==> config.mk <==
export PLATFORM = sky130hd
export DESIGN_NAME = pipe_ctrl_flat
export DESIGN_NICKNAME = d
export VERILOG_FILES = /design/src/rtl/pipe_ctrl_pkg.sv /design/src/rtl/pipe_ctrl_if.sv /design/src/rtl/pipe_ctrl_redirect_buf.sv /design/src/rtl/pipe_ctrl.sv /design/src/flat_wrapper.sv
export SDC_FILE = /design/constraint.sdc
export NUM_CORES = 1
export LEC_CHECK = 0
export BUFFER_PORTS_ARGS = -buffer_cell sky130_fd_sc_hd__buf_2
export CORE_MARGIN = 3
export CORE_UTILIZATION = 50
export CTS_BUF_LIST = sky130_fd_sc_hd__clkbuf_8 sky130_fd_sc_hd__clkbuf_16
export CTS_CLUSTER_DIAMETER = 40
export DETAILED_ROUTE_END_ITERATION = 8
export GPL_ROUTABILITY_DRIVEN = 0
export PLACE_DENSITY = 0.73
export SETUP_SLACK_MARGIN = 0.5
export SYNTH_ARGS = -nofsm -noshare
export SYNTH_HDL_FRONTEND = slang
export SYNTH_HIERARCHICAL = 1
export SYNTH_SLANG_ARGS = --single-unit
==> constraint.sdc <==
create_clock -name clk -period 7.9 [get_ports clk]
set_clock_uncertainty 0.05 [all_clocks]
set_input_delay 1.58 -clock clk [delete_from_list [all_inputs] [get_ports clk]]
set_output_delay 1.58 -clock clk [all_outputs]
set_load 0.02 [all_outputs]
==> src/rtl/pipe_ctrl_pkg.sv <==
// Shared types and helpers for the pipeline controller / PC sequencer.
package pipe_ctrl_pkg;

    localparam int unsigned ADDR_W = 32;

    localparam logic [ADDR_W-1:0] PC_STEP = 32'h0000_0004;

    typedef enum logic [1:0] {
        CTRL_BOOT  = 2'b00,
        CTRL_RUN   = 2'b01,
        CTRL_FLUSH = 2'b10
    } ctrl_state_e;

    // Redirect deferred while the bus is stalled.
    typedef struct packed {
        logic              valid;
        logic [ADDR_W-1:0] addr;
    } redirect_t;

    function automatic logic [ADDR_W-1:0] align_pc(input logic [ADDR_W-1:0] addr);
        return addr & ~ADDR_W'(3);
    endfunction

    function automatic logic misaligned(input logic [ADDR_W-1:0] addr);
        return (addr & ADDR_W'(3)) != '0;
    endfunction

endpackage

==> src/rtl/pipe_ctrl_if.sv <==
// EX-stage control / front-end interface between the execute stage and pipe_ctrl.
interface pipe_ctrl_if
    import pipe_ctrl_pkg::*;
();

    logic              jump_en_i;
    logic [ADDR_W-1:0] jump_addr_i;
    logic              hold_flag_i;
    logic              bus_hold_i;
    logic [ADDR_W-1:0] pc_o;
    logic              flush_o;
    logic              hold_o;
    logic              misalign_o;

    modport master (
        output jump_en_i,
        output jump_addr_i,
        output hold_flag_i,
        output bus_hold_i,
        input  pc_o,
        input  flush_o,
        input  hold_o,
        input  misalign_o
    );

    modport slave (
        input  jump_en_i,
        input  jump_addr_i,
        input  hold_flag_i,
        input  bus_hold_i,
        output pc_o,
        output flush_o,
        output hold_o,
        output misalign_o
    );

endinterface

==> src/rtl/pipe_ctrl_redirect_buf.sv <==
// Single-entry pending-redirect register: keeps only the first request seen while stalled.
module pipe_ctrl_redirect_buf
    import pipe_ctrl_pkg::*;
(
    input  logic              clk,
    input  logic              rst,
    input  logic              set,
    input  logic [ADDR_W-1:0] set_addr,
    input  logic              apply,
    input  logic              clear,
    output redirect_t         pend
);

    redirect_t pend_q;

    always_ff @(posedge clk) begin
        if (!rst) begin
            pend_q <= '0;
        end else if (apply || clear) begin
            pend_q.valid <= 1'b0;
        end else if (set && !pend_q.valid) begin
            pend_q.valid <= 1'b1;
            pend_q.addr  <= set_addr;
        end
    end

    assign pend = pend_q;

endmodule

==> src/rtl/pipe_ctrl.sv <==
// Pipeline controller: owns the fetch PC, sequences boot, redirects and stalls,
// and drives flush/hold for the IF/ID and ID/EX registers.
module pipe_ctrl
    import pipe_ctrl_pkg::*;
#(
    parameter logic [ADDR_W-1:0] RESET_PC     = 32'h0000_0000,
    parameter int unsigned       BOOT_CYCLES  = 2,
    parameter int unsigned       FLUSH_CYCLES = 2
) (
    input  logic       clk,
    input  logic       rst,
    pipe_ctrl_if.slave bus
);

    localparam int unsigned MAX_CYCLES = (BOOT_CYCLES > FLUSH_CYCLES) ? BOOT_CYCLES : FLUSH_CYCLES;
    localparam int unsigned CNT_W      = $clog2(MAX_CYCLES) + 1;
    localparam logic [CNT_W-1:0] BOOT_INIT  = CNT_W'(BOOT_CYCLES - 1);
    localparam logic [CNT_W-1:0] FLUSH_INIT = CNT_W'((FLUSH_CYCLES > 1) ? (FLUSH_CYCLES - 2) : 0);
    localparam bit               FLUSH_EN   = (FLUSH_CYCLES > 1);

    ctrl_state_e       state_q, state_d;
    logic [CNT_W-1:0]  cnt_q, cnt_d;
    logic [ADDR_W-1:0] pc_q, pc_d;
    logic              misalign_q, misalign_d;

    logic              flush_c;
    logic              hold_c;
    logic              redirect_c;
    logic [ADDR_W-1:0] redirect_addr_c;
    logic              pend_set_c;
    logic              pend_apply_c;
    logic              pend_clear_c;
    redirect_t         pend;

    pipe_ctrl_redirect_buf u_redirect_buf (
        .clk      (clk),
        .rst      (rst),
        .set      (pend_set_c),
        .set_addr (bus.jump_addr_i),
        .apply    (pend_apply_c),
        .clear    (pend_clear_c),
        .pend     (pend)
    );

    always_ff @(posedge clk) begin
        if (!rst) begin
            state_q    <= CTRL_BOOT;
            cnt_q      <= BOOT_INIT;
            pc_q       <= RESET_PC;
            misalign_q <= 1'b0;
        end else begin
            state_q    <= state_d;
            cnt_q      <= cnt_d;
            pc_q       <= pc_d;
            misalign_q <= misalign_d;
        end
    end

    // Next state, PC and Mealy flush/hold; bus stall outranks everything outside boot.
    always_comb begin
        state_d         = state_q;
        cnt_d           = cnt_q;
        pc_d            = pc_q;
        misalign_d      = 1'b0;
        flush_c         = 1'b0;
        hold_c          = 1'b0;
        redirect_c      = 1'b0;
        redirect_addr_c = bus.jump_addr_i;
        pend_set_c      = 1'b0;
        pend_apply_c    = 1'b0;
        pend_clear_c    = (state_q == CTRL_BOOT);

        case (state_q)
            CTRL_BOOT: begin
                flush_c = 1'b1;
                hold_c  = 1'b1;
                if (cnt_q == '0) begin
                    state_d = CTRL_RUN;
                end else begin
                    cnt_d = cnt_q - CNT_W'(1);
                end
            end
            CTRL_RUN, CTRL_FLUSH: begin
                if (bus.bus_hold_i) begin
                    hold_c     = 1'b1;
                    pend_set_c = bus.jump_en_i;
                end else if (pend.valid) begin
                    redirect_c      = 1'b1;
                    redirect_addr_c = pend.addr;
                    pend_apply_c    = 1'b1;
                end else if (state_q == CTRL_RUN && bus.jump_en_i) begin
                    redirect_c = 1'b1;
                end else if (state_q == CTRL_FLUSH) begin
                    flush_c = 1'b1;
                    pc_d    = pc_q + PC_STEP;
                    if (cnt_q == '0) begin
                        state_d = CTRL_RUN;
                    end else begin
                        cnt_d = cnt_q - CNT_W'(1);
                    end
                end else if (bus.hold_flag_i) begin
                    hold_c = 1'b1;
                end else begin
                    pc_d = pc_q + PC_STEP;
                end
            end
            default: begin
                state_d = CTRL_BOOT;
                cnt_d   = BOOT_INIT;
            end
        endcase

        if (redirect_c) begin
            flush_c    = 1'b1;
            pc_d       = align_pc(redirect_addr_c);
            misalign_d = misaligned(redirect_addr_c);
            if (FLUSH_EN) begin
                state_d = CTRL_FLUSH;
                cnt_d   = FLUSH_INIT;
            end else begin
                state_d = CTRL_RUN;
            end
        end

        // While reset is asserted the pipe regs are held flushed regardless of state.
        if (!rst) begin
            flush_c = 1'b1;
            hold_c  = 1'b1;
        end
    end

    assign bus.pc_o       = pc_q;
    assign bus.flush_o    = flush_c;
    assign bus.hold_o     = hold_c;
    assign bus.misalign_o = misalign_q;

endmodule

==> src/flat_wrapper.sv <==
// flat-port wrapper written by rule: the top's interface ports become plain ports
module pipe_ctrl_flat import pipe_ctrl_pkg::*;
#(
    parameter logic [ADDR_W-1:0] RESET_PC     = 32'h0000_0000,
    parameter int unsigned       BOOT_CYCLES  = 2,
    parameter int unsigned       FLUSH_CYCLES = 2
)
  (clk, rst, bus_jump_en_i, bus_jump_addr_i, bus_hold_flag_i, bus_bus_hold_i, bus_pc_o, bus_flush_o, bus_hold_o, bus_misalign_o);
  pipe_ctrl_if bus_i ();
  input  logic clk;
  input  logic rst;
  input wire logic [$bits(bus_i.jump_en_i)-1:0] bus_jump_en_i;
  input wire logic [$bits(bus_i.jump_addr_i)-1:0] bus_jump_addr_i;
  input wire logic [$bits(bus_i.hold_flag_i)-1:0] bus_hold_flag_i;
  input wire logic [$bits(bus_i.bus_hold_i)-1:0] bus_bus_hold_i;
  output wire logic [$bits(bus_i.pc_o)-1:0] bus_pc_o;
  output wire logic [$bits(bus_i.flush_o)-1:0] bus_flush_o;
  output wire logic [$bits(bus_i.hold_o)-1:0] bus_hold_o;
  output wire logic [$bits(bus_i.misalign_o)-1:0] bus_misalign_o;
  assign bus_i.jump_en_i = bus_jump_en_i;
  assign bus_i.jump_addr_i = bus_jump_addr_i;
  assign bus_i.hold_flag_i = bus_hold_flag_i;
  assign bus_i.bus_hold_i = bus_bus_hold_i;
  assign bus_pc_o = bus_i.pc_o;
  assign bus_flush_o = bus_i.flush_o;
  assign bus_hold_o = bus_i.hold_o;
  assign bus_misalign_o = bus_i.misalign_o;
  pipe_ctrl #(.RESET_PC(RESET_PC), .BOOT_CYCLES(BOOT_CYCLES), .FLUSH_CYCLES(FLUSH_CYCLES)) u_core (.clk(clk), .rst(rst), .bus(bus_i));
endmodule
Word level (Yosys, flattened, before mapping)
Index checks and enable logic that the tools add are counted.
{"block": "word_totals", "regBits": 70, "input_bits": 37, "wordCells": 95}
{"block": "op_classes", "addsub": 2, "n_eq_ne": 15, "n_mux": 47, "n_bitwise": 5, "n_reduce_logical": 17}
{"cell": "$mux 32", "n": 10}
{"cell": "$add 32x3->32 const B", "n": 1}
{"cell": "$reduce_bool 32->1", "n": 1}
{"cell": "$mux 1", "n": 22}
{"cell": "$mux 2", "n": 11}
{"cell": "$ne 2x1->1 const B", "n": 5}
{"cell": "$reduce_and 5->1", "n": 2}
{"cell": "$ne 3x2->1 const B", "n": 3}
{"cell": "$pmux 2 s2", "n": 2}
{"cell": "$reduce_and 4->1", "n": 2}
{"cell": "$ne 2x2->1 const B", "n": 3}
{"cell": "$ne 3x1->1 const B", "n": 2}
{"cell": "$reduce_or 2->1", "n": 3}
{"cell": "$not 1->1", "n": 5}
{"cell": "$logic_not 2->1", "n": 2}
{"cell": "$pmux 1 s2", "n": 2}
{"cell": "$reduce_and 2->1", "n": 2}
{"cell": "$eq 2x1->1 const B", "n": 1}
{"cell": "$eq 2x2->1 const B", "n": 1}
{"cell": "$logic_and 1x1->1", "n": 2}
{"cell": "$reduce_bool 2->1", "n": 1}
{"cell": "$sub 2x1->2 const B", "n": 1}
{"cell": "$logic_not 1->1", "n": 1}
{"cell": "$logic_or 1x1->1", "n": 1}

Longest topological paths before layout
{"block": "logic_depth", "ltp_word": 8, "depth_mapped": 11, "ltp_nobuf": 8}

Cells and area by module
The synthesis kept the hierarchy.
{"module": "pipe_ctrl", "instances": 1, "cells_per_inst": 302, "area_each_um2": 2421.1, "seq_area_each_um2": 700.7}
{"module": "pipe_ctrl_redirect_buf", "instances": 1, "cells_per_inst": 142, "area_each_um2": 1318.8, "seq_area_each_um2": 660.6}

Least setup slack after synthesis
No wires, ideal clock.
{"block": "synth_path", "path_kind": "input-to-output", "start": "input bus_jump_en_i", "end": "output bus_flush_o", "arrival_ps": 2926, "t_required_ps": 6270, "setup_slack_ps": 3344, "stages": 6, "cell_sequence": "and2_1 > clkbuf_1 > o21ai_1 > clkbuf_1 > buf_2 > o211ai_1"}
{"block": "synth_between", "elab_chain_len": 7, "elab_cells_between_ends": 11}
{"item": "start, declared", "line_no": "flat_wrapper.sv:12", "source": "input wire logic [$bits(bus_i.jump_en_i)-1:0] bus_jump_en_i;"}
{"item": "$logic_and 1x1->1 (*)", "line_no": "pipe_ctrl.sv:91", "source": "end else if (state_q == CTRL_RUN && bus.jump_en_i) begin"}
{"item": "$mux 1", "line_no": "pipe_ctrl.sv:91"}
{"item": "$mux 1", "line_no": "pipe_ctrl.sv:87", "source": "end else if (pend.valid) begin"}
{"item": "$mux 1", "line_no": "pipe_ctrl.sv:84", "source": "if (bus.bus_hold_i) begin"}
{"item": "$pmux 1 s2 or $mux 1 (tied branches)", "line_no": "pipe_ctrl.sv:73", "source": "case (state_q)"}
{"item": "$mux 1 (*)", "line_no": "pipe_ctrl.sv:113", "source": "if (redirect_c) begin"}
{"item": "$mux 1 (*)", "line_no": "pipe_ctrl.sv:126", "source": "if (!rst) begin"}
{"item": "end, declared", "line_no": "flat_wrapper.sv:17", "source": "output wire logic [$bits(bus_i.flush_o)-1:0] bus_flush_o;"}
Every way passes the cells marked *; elsewhere a longest branch is shown, timed or not.

Worst setup path after layout
{"block": "layout_path", "start": "input rst", "end": "output bus_flush_o"}
{"block": "layout_between", "elab_chain_len": 1}
{"item": "start, declared", "line_no": "flat_wrapper.sv:11", "source": "input logic rst;"}
{"item": "$mux 1", "line_no": "pipe_ctrl.sv:126"}
Every way passes these cells.

==> run summary <==
The flow ran to the end, and the final reports show no timing, DRC or antenna violations. Measured against its own limit, the worst slew margin works out to 0.2640. After clock tree synthesis, the flow added hold-fix buffers numbering 0. The required arrival time at the worst endpoint is 6270 ps. The ratio of routed vias to standard cells is 5.809. For this run, design rule violations remaining after detail routing come to 0.

The number of antenna diodes came out at 0. The number of detailed-routing iterations run before antenna repair is 6. In the final routed layout, each cell accounts on average for 16.13 um.

The net switching component of the power came out at 242.8 uW. The number of failing setup endpoints in the final timing report came out at 0. The number of nets in the layout is 544.

The path class of the tightest hold or removal check is register to register. The number of failing hold endpoints at the final stage was 0. The synthesized area divided by synthesized cell count came out at 8.423 um^2. The internal power is 560.4 uW. The fraction of the yosys area taken by sequential cells is 0.3640. The number of maximum-capacitance violations is 0. In this run, CTS created clock tree buffers numbering 9. The total wire length came out at 9.693 mm. The multi-input combinational cells in the finished layout cover a total of 2203 um^2.

Data on the critical path arrives at its endpoint at 2700 ps. Across every metal layer, demand over resource in global routing totals 0.2306. The compound-gate portion of the synthesized area is 0.1332. The y dimension of the die is 92.49 um. After clock tree synthesis, the clock-pin slew on the worst setup and hold paths is 60 ps. The routed layout has 3491 vias. The simple-gate share of the synthesized area came out at 0.2362. The area of the placeable core came out at 7019 um^2. The count of synthesis-stage warnings from yosys is 6.

The H-tree depth reported by CTS came out at 3. The multiplexer share of the synthesized area is 0.1348. The number of sinks driven by the clock tree came out at 68. The number of global-route vias before repair is 3224.

The worst hold slack is 406.1 ps. After layout, the worst setup slack is 3567 ps. The count of buffers from port buffering came out at 69. In this run the cell area of the synthesized design comes to 3740 um^2.

The power density of the placed cells came out at 188.4 nW/um^2. 72 I/O pins were placed. The count of cell types in the netlist is 49. In the final layout, flip-flops and latches occupy 1361 um^2. The initial cell density of the core came out at 0.5328. Of the total power, combinational logic draws 0.202. The maximum clock path buffer count came out at 2. The met2 usage in global routing came out at 0.3710.

The final non-filler cell area is 4264 um^2. The setup total negative slack is 0 ps. The wire length of the first global-routing pass came out at 15.80 mm. The number of core rows is 30. At the pin with the least slew margin, the transition time is 1094 ps.

After synthesis, the share of flip-flops with an asynchronous set or reset is 0. The cell area after placement is 4083 um^2. TritonCTS built the clock tree. Static timing analysis puts the maximum clock frequency at 230.8 MHz.

The element type at the critical path end is an output pin. By area, the combinational part of the netlist is dominated by simple AND/OR/NAND/NOR gates. The adder and majority gate portion of the synthesized area came out at 0.02342.

The number of synthesized flops with an enable pin came out at 0. The area growth from synthesis to layout is 14.02%. The critical path in this run is classified as primary input to output pin.

Setup repair after global routing left no endpoint under its margin. The number of cells after detailed placement came out at 585. The number of antenna violations at the first check in global routing is 0.

The library cell used as clock root buffer is clkbuf_8. Once detailed placement completed, the half-perimeter wirelength came to 6.697 mm. After synthesis, the cell types taking the most area are dfxtp_1 36%, mux2i_1 10%, nand2_1 9.3%, xor2_1 4.2%, a21oi_1 4.1%.

The post-layout instance count excluding filler cells came out at 601. The met3 demand-to-capacity share in global routing came out at 0.05118. The sequential fraction of design power came out at 0.468.

Counting flops and latches in the post-synthesis netlist gives 68. Summed over all instances, the cell type with the most area after synthesis is dfxtp_1. The peak supply drop came out at 0.00007608 V.

In this run the most used layer during global routing was met2. The count of antenna-violating nets left after detailed routing came out at 0. After the first detailed-routing iteration, the DRC count stood at 303. Before CTS, the worst setup slack after placement is 3564 ps. The clock latency on the worst-skew pair is 350 ps. The xor and xnor fraction of the mapped netlist area is 0.05855. Gates resized during post-CTS repair numbered 0. The analysis attributes to cell leakage a power of 0.001742 uW. In the finished design, the share of the clock period the worst path needs comes to 0.5484. The fill cell total of the finished layout came out at 642. Synthesis produced 444 cells. The clock share of power is 0.330. The area of the die came out at 8553 um^2.

Of all nets on the critical path, the largest fanout is 91. The worst setup path is launched from a primary input. The number of max-slew violations in the final report is 0.

Of the post-synthesis cell area, the dominant cell type holds 0.3640. For this run the aggregate overflow at the end of global routing stands at 0. After layout, the minimum clock period comes to 4333 ps. The fraction of met1 tracks used by global routing is 0.3122. The layout cell share with drive strength beyond 1 came out at 0.2040.

Among all flip-flop cells after synthesis, the most frequent one is dfxtp_1. The maximum number of pins on one net before global-route repair came out at 92. Of the total power, the share spent switching nets is 0.3023. The floorplan step set the die width to 92.49 um. The count of buffers added by post-CTS timing repair for setup is 0.
[layout by cell type (no fill, tap or decap), types with 2 or more instances in the layout]
cell type	synthesis	routed
nand2_1	93	93
buf_2	4	69
dfxtp_1	68	68
mux2i_1	38	38
a21oi_1	31	31
xor2_1	18	18
o21ai_0	16	16
nand3_1	15	15
and3_1	14	14
nand4_1	13	13
clkbuf_8	0	12
nor2_1	12	12
inv_1	8	11
mux2_2	11	11
o22ai_1	9	9
and4_1	7	7
xnor2_1	7	7
ha_1	7	7
nor3_1	5	5
o21a_1	4	4
and2_1	4	4
a221oi_1	4	4
a211oi_1	3	3
nor4_1	3	3
o211a_1	3	3
buf_4	3	3
nand2b_1	2	2
nor2b_1	2	2
a311oi_1	2	2
conb_1	1	2
[worst max-delay path, cell delays in order]
cell and delay, ps:
buf_2 70, buf_4 640, o211ai_1 170, buf_2 210
[through the flow]
stage / util / total power (uW)
finish: 0.6075 / 803.2
global route: 0.6075 / 845.2
CTS: 0.6075 / 807.0
detailed placement: 0.5816 / 544.8
global placement: 0.5816 / 539.1
floorplan: - / 503.1
[cell families after synthesis]
logic type | Yosys count
AOI/OAI and AO/OA | 81
xor gates and xnor gates | 25
adders and majority gates | 7
buffers and inverters | 36
DFF | 68
muxes | 49
other | 1
and+or+nand+nor | 177
[final timing paths]
check	startpoint	to	slack (ps)	cells after the start
worst max-delay path	rst	bus_flush_o	3570	4
worst min-delay path	u_core/u_redirect_buf/pend[6]$_SDFFE_PN0P_	u_core/u_redirect_buf/pend[6]$_SDFFE_PN0P_	410	2
worst max register to register	u_core/state_q[0]$_SDFFE_PP0P_	u_core/u_redirect_buf/pend[9]$_SDFFE_PN0P_	4520	8
worst min register to register	u_core/u_redirect_buf/pend[6]$_SDFFE_PN0P_	u_core/u_redirect_buf/pend[6]$_SDFFE_PN0P_	410	2
[sequential cells by signal, summed over array words and instances (netlist names)]
| signal | cells |
|---|---|
| u_core/u_redirect_buf/pend | 33 |
| u_core/bus.misalign_o | 1 |
| u_core/bus.pc_o | 30 |
| u_core/cnt_q | 2 |
| u_core/state_q | 2 |
[cells in the mapped netlist (2+ instances only)]
cell       n
mux2i_1   38
and3_1    14
a311oi_1   2
buf_2      4
xor2_1    18
nand2_1   93
xnor2_1    7
and4_1     7
o21a_1     4
nor2_1    12
and2_1     4
mux2_2    11
o21ai_0   16
nor4_1     3
a221oi_1   4
nand4_1   13
a21oi_1   31
o22ai_1    9
buf_6      4
nand2b_1   2
dfxtp_1   68
ha_1       7
nand3_1   15
clkbuf_1  12
a211oi_1   3
o211a_1    3
nor2b_1    2
nor3_1     5
buf_4      3
inv_1      8
buf_1      4
[final cells by class]
type,instances,area share
Clock buffer,12,0.03873
Clock inverter,4,0.003815
Inverter,8,0.007042
Multi-Input combinational cell,341,0.5167
Sequential cell,68,0.3192
Tap cell,96,0.02817
Timing Repair Buffer,72,0.08627
[layer usage]
layer,part of all wire,wire length [um]
met1,0.44,4308
met2,0.46,4478
met3,0.081,785
met4,0.012,121
met5,0,0
[power by group through the flow]
| stage | clock (uW) | combinational (uW) | sequential [uW] |
|---|---|---|---|
| after floorplan | 0 | 116 | 387 |
| after global routing | 284 | 183 | 379 |
| final | 265 | 163 | 376 |
| after CTS | 269 | 162 | 376 |
| after detailed placement | 0 | 161 | 384 |
| after global placement | 0 | 156 | 383 |
Power figures use the tool's default switching activity.
